--- src/rtl/gate_test_sequencer.sv ---
// On-chip self-test sequencer for a 2-input gate: applies vectors 00..11, samples the gate
// output after a settle period and reports pass, mismatch count and per-vector failure mask.
module gate_test_sequencer #(
  parameter logic [3:0]  TruthTable   = 4'b0110,
  parameter int unsigned SettleCycles = 1
) (
  input  logic       clk_i,
  input  logic       rst_i,
  input  logic       start_i,
  input  logic       abort_i,
  input  logic       gate_c_i,
  output logic       gate_a_o,
  output logic       gate_b_o,
  output logic       busy_o,
  output logic       done_o,
  output logic       pass_o,
  output logic [2:0] err_count_o,
  output logic [3:0] err_mask_o
);

  localparam int unsigned CntW = (SettleCycles > 1) ? $clog2(SettleCycles) : 1;
  localparam logic [CntW-1:0] CntReload = CntW'(SettleCycles - 1);

  typedef enum logic [1:0] {StIdle, StSettle, StSample, StDone} state_e;

  state_e          state_q;
  logic [1:0]      idx_q;
  logic [CntW-1:0] cnt_q;
  logic            gate_a_q, gate_b_q;
  logic            busy_q, done_q, pass_q;
  logic [2:0]      err_count_q;
  logic [3:0]      err_mask_q;
  logic            mismatch;
  logic            abort_run;

  // Case-inequality so an X/Z gate output is flagged as a mismatch in simulation.
  assign mismatch  = (gate_c_i !== TruthTable[idx_q]);
  assign abort_run = abort_i && ((state_q == StSettle) || (state_q == StSample));

  always_ff @(posedge clk_i) begin
    if (rst_i) begin
      state_q     <= StIdle;
      idx_q       <= 2'd0;
      cnt_q       <= '0;
      gate_a_q    <= 1'b0;
      gate_b_q    <= 1'b0;
      busy_q      <= 1'b0;
      done_q      <= 1'b0;
      pass_q      <= 1'b0;
      err_count_q <= 3'd0;
      err_mask_q  <= 4'd0;
    end else if (abort_run) begin
      state_q     <= StIdle;
      idx_q       <= 2'd0;
      cnt_q       <= '0;
      gate_a_q    <= 1'b0;
      gate_b_q    <= 1'b0;
      busy_q      <= 1'b0;
      done_q      <= 1'b0;
      pass_q      <= 1'b0;
      err_count_q <= 3'd0;
      err_mask_q  <= 4'd0;
    end else begin
      done_q <= 1'b0;
      case (state_q)
        StIdle: begin
          if (start_i && !abort_i) begin
            idx_q       <= 2'd0;
            gate_a_q    <= 1'b0;
            gate_b_q    <= 1'b0;
            cnt_q       <= CntReload;
            err_count_q <= 3'd0;
            err_mask_q  <= 4'd0;
            pass_q      <= 1'b0;
            busy_q      <= 1'b1;
            state_q     <= StSettle;
          end
        end
        StSettle: begin
          if (cnt_q == '0) begin
            state_q <= StSample;
          end else begin
            cnt_q <= cnt_q - 1'b1;
          end
        end
        StSample: begin
          if (mismatch) begin
            err_mask_q[idx_q] <= 1'b1;
            err_count_q       <= err_count_q + 3'd1;
          end
          if (idx_q == 2'd3) begin
            busy_q   <= 1'b0;
            gate_a_q <= 1'b0;
            gate_b_q <= 1'b0;
            state_q  <= StDone;
          end else begin
            idx_q                <= idx_q + 2'd1;
            {gate_a_q, gate_b_q} <= idx_q + 2'd1;
            cnt_q                <= CntReload;
            state_q              <= StSettle;
          end
        end
        StDone: begin
          // err_mask_q already holds the vector-3 result here.
          done_q  <= 1'b1;
          pass_q  <= (err_mask_q == 4'd0);
          state_q <= StIdle;
        end
        default: state_q <= StIdle;
      endcase
    end
  end

  assign gate_a_o    = gate_a_q;
  assign gate_b_o    = gate_b_q;
  assign busy_o      = busy_q;
  assign done_o      = done_q;
  assign pass_o      = pass_q;
  assign err_count_o = err_count_q;
  assign err_mask_o  = err_mask_q;

endmodule

--- config.mk ---
export PLATFORM = sky130hd
export DESIGN_NAME = gate_test_sequencer
export DESIGN_NICKNAME = d
export VERILOG_FILES = /design/src/rtl/gate_test_sequencer.sv
export SDC_FILE = /design/constraint.sdc
export NUM_CORES = 1
export LEC_CHECK = 0
export ABC_AREA = 1
export CORE_MARGIN = 2
export CORE_UTILIZATION = 49
export DETAILED_ROUTE_END_ITERATION = 7
export GPL_TIMING_DRIVEN = 0
export MAX_ROUTING_LAYER = met4
export PLACE_DENSITY = 0.77
export RECOVER_POWER = 50
export SYNTH_ARGS = -nofsm -noshare
export SYNTH_HDL_FRONTEND = slang
export SYNTH_SLANG_ARGS = --single-unit
export TNS_END_PERCENT = 20
--- constraint.sdc ---
create_clock -name clk_i -period 1.66 [get_ports clk_i]
set_clock_uncertainty 0.15 [all_clocks]
set_input_delay 0.415 -clock clk_i [delete_from_list [all_inputs] [get_ports clk_i]]
set_output_delay 0.415 -clock clk_i [all_outputs]
set_load 0.01 [all_outputs]
==> summary.md <==
| Metric | Value |
|---|---|
| Crit Path Max Fanout | 10 |
| DP Worst Slack | -0.271 ns |
| PD cells | 959 mW/mm² |
| Synth top area cells | dfxtp_1 38%, ha_1 15%, nand2_1 13% |
| RR Endpoint | err_mask_o[0]$_SDFFE_PP0P_ |
| Die outline height | 45.6 µm |
| Worst r2r src | state_q[0]$_SDFFE_PP0P_ |
| Count leader, synth | nand2_1 |
| Initial core utilization | 0.507 |
| Vias | 780 |
| Status | complete, no violations |
| CTS tree | yes |
| Number of diodes | 0 |
| Clk_lat worst skew | 0.29 ns |
| Post-synthesis cell type count | 15 |
| Final WL | 1670 µm |
| DRT antenna net count | 0 |
| Leak | 0.509 nW |
| First-pass GRT wire length | 2970 µm |
| Layout area overhead | 27.9% |
| GRT overflow | 0 |
| CTS root buffer | clkbuf_4 |
| Input/output buffers | 16 |
| Die ar. | 0.00208 mm² |
| Post-synth top area share | 0.378 |
| Buf/Inv on CP | 3 |
| Final Slew Violations | 0 |
| Synthesis warning total | 0 |
| Seq cells post-synth | 16 |
| Worst Reg-to-Reg Cells | 7 |
| Syn Nets | 131 |
| Final Hold Fails | 0 |
| Initial antenna violation count | 0 |
| Area of the core | 0.00167 mm² |
| Hold Crit Depth | 2 |
| Crit path launch | abort_i |
| Mean Syn Cell Area | 7.30 µm² |
| NumNets Final | 152 |
| Netlist Area Pre-Place | 847 µm² |
| Vias in the first global route | 730 |
| CP Class | in -> reg |
| Final setup violation count | 0 |
| Most common cell on crit path | nand2_1 |
| CTS sink count | 16 |
| Max Root-Sink Buffers | 2 |
| CTS Hold Buffers Added | 0 |
| Mapped Cells | 116 |
| Final HPWL from detailed placement | 1260 µm |
| Post-synth EDFFs | 0 |
| Final worst path period share | 0.932 |
| I/O Pins | 17 |
| Final GP Congestion | 0.751 |
| Critical Path RT | 1.73 ns |
| Largest net degree at the start of global routing | 11 |
| Rel. slew slack | 0.831 |
| Period minus WS final | 1.55 ns |
| Critical path arrival | 1.62 ns |
| Ratio of cells with drive above 1 in the final layout | 0.110 |
| Largest stage delay, worst path | 0.53 ns |
| CP delay by family, top | buffers and inverters |
| FMAX | 0.647 GHz |
| Routed length per placed instance | 10.9 µm |
| Yosys top cell by area | dfxtp_1 |
| Post-DR vias/cell | 5.10 |
| Top cells by count, synth | 29 x nand2_1, 21 x inv_1, 16 x dfxtp_1 |
| CP max stage cell | clkdlybuf4s50_1 |
| Max Cap Viol | 0 |
| Rows | 15 |
| Worst Tran Pin Value | 0.253 ns |
| Die W | 45.6 µm |
| Post-synth ARST share | 0 |
| Drt first-iter violations | 11 |
| Hold Crit Class | reg -> reg |
| Overall power | 1.04 mW |
| Hold Path End | busy_o$_SDFFE_PP0P_ |
| DRC viols | 0 |
| Crit start category | input pin |
| RSZ-0062 raised after global routing | false |
| Post-synth top flop | dfxtp_1 |
| Crit path capture type | flip-flop |
| R2R setup slack | 0.12 ns |
| Peak supply drop | 608 µV |
| Post-synthesis sequential area ratio | 0.378 |
| Fill count | 160 |
| H-tree levels | 1 |
| Fin worst setup slack | 0.113 ns |
| Hold Crit Start | busy_o$_SDFFE_PP0P_ |
| Drt pass-1 iters | 4 |
| Total CTS buffers | 3 |
| Finished Core Util | 0.649 |
| GRT Util Overall | 0.208 |
| Crit-path cells | clkdlybuf4s50_1 -> inv_1 -> nand3_1 -> nand2_2 -> buf_6 -> nand2_1 -> nand2_1 -> a21oi_1 |
| Clock Pin Slew Worst Setup and Hold Paths | 0.09 ns |
repair_timing:
| action | CTS | global route |
|---|---|---|
| buffers inserted | 0 | 0 |
| endpoints found under the setup margin | 25 | 14 |
| gates resized for setup | 15 | 8 |
flip-flops by register name, summed over array words and instances, names as in the netlist:
| register | cells |
|---|---|
| done_o | 1 |
| err_mask_o | 4 |
| idx_q | 2 |
| gate_b_o | 1 |
| gate_a_o | 1 |
| pass_o | 1 |
| state_q | 2 |
| err_count_o | 3 |
| busy_o | 1 |
tightest hold or removal path, delay by kind of cell (launching register included):
family / cells / cell delay [ns]
AO/OA/AOI/OAI: 1 / 0.05
buffers and inverters: 1 / 0.05
flip-flops: 1 / 0.32
through the flow:
stage	TNS, ns	hold WS [ns]	area (µm²)	cells
floorplan	0	0.315	847	116
global route	0	0.335	1080	153
CTS	0	0.311	1060	153
detailed placement	-3.13	0.300	1030	149
finish	0	0.305	1080	153
global placement	-2.70	0.289	1030	149
per-layer routing:
| metal | up-vias | track usage | wire [µm] | share of wire |
|---|---|---|---|---|
| met2 | 16 | 0.355 | 849 | 0.51 |
| met4 | 0 | 0.0882 | 25 | 0.015 |
| li1 | 404 | - | - | - |
| met1 | 355 | 0.221 | 727 | 0.43 |
| met3 | 5 | 0.0595 | 70 | 0.042 |
| met5 | - | - | 0 | 0 |
cell usage in the layout, fill, tap and decap left out:
| master | instances |
|---|---|
| dlygate4sd2_1 | 12 |
| buf_4 | 1 |
| nor2_1 | 4 |
| dfxtp_2 | 2 |
| dfxtp_4 | 2 |
| nand3_4 | 1 |
| nand2_1 | 28 |
| nor3_1 | 2 |
| a21oi_1 | 14 |
| nand2_2 | 2 |
| o211ai_1 | 1 |
| buf_6 | 1 |
| nand4_1 | 1 |
| inv_1 | 21 |
| o21ai_0 | 1 |
| ha_2 | 1 |
| clkdlybuf4s50_1 | 4 |
| clkbuf_4 | 3 |
| clkbuf_8 | 1 |
| nand3_1 | 12 |
| a21oi_4 | 1 |
| dfxtp_1 | 12 |
| ha_1 | 9 |
how the worst max path moves through the flow:
stage	slack [ns]	cells past startpoint	to
CTS	0.04	9	err_count_o[0]$_SDFFE_PP0P_
floorplan	0.16	5	gate_a_o$_SDFFE_PP0P_
global placement	-0.25	4	gate_a_o$_SDFFE_PP0P_
global route	0.01	8	err_count_o[1]$_SDFFE_PP0P_
detailed placement	-0.27	4	gate_a_o$_SDFFE_PP0P_
finish	0.11	8	idx_q[0]$_SDFFE_PP0P_
power by group:
part	switching (mW)	internal (mW)	total, mW
logic	0.202	0.131	0.333
clock network	0.124	0.134	0.258
registers	0.0285	0.420	0.448
cell type report:
| cell class | instances | area (µm²) | area share |
|---|---|---|---|
| Timing Repair Buffer | 16 | 145 | 0.134 |
| Multi-Input combinational cell | 77 | 453 | 0.418 |
| Clock buffer | 4 | 36.3 | 0.0335 |
| Buffer | 2 | 18.8 | 0.0173 |
| Sequential cell | 16 | 330 | 0.305 |
| Inverter | 21 | 78.8 | 0.0727 |
| Tap cell | 17 | 21.3 | 0.0196 |
kinds of logic after synthesis:
group | synth area share
DFF | 0.378
AOI/OAI and AO/OA | 0.103
buffers and inverters | 0.115
and+or+nand+nor | 0.256
adders and majority gates | 0.148
Note: power is estimated with default switching activity, not from simulation.
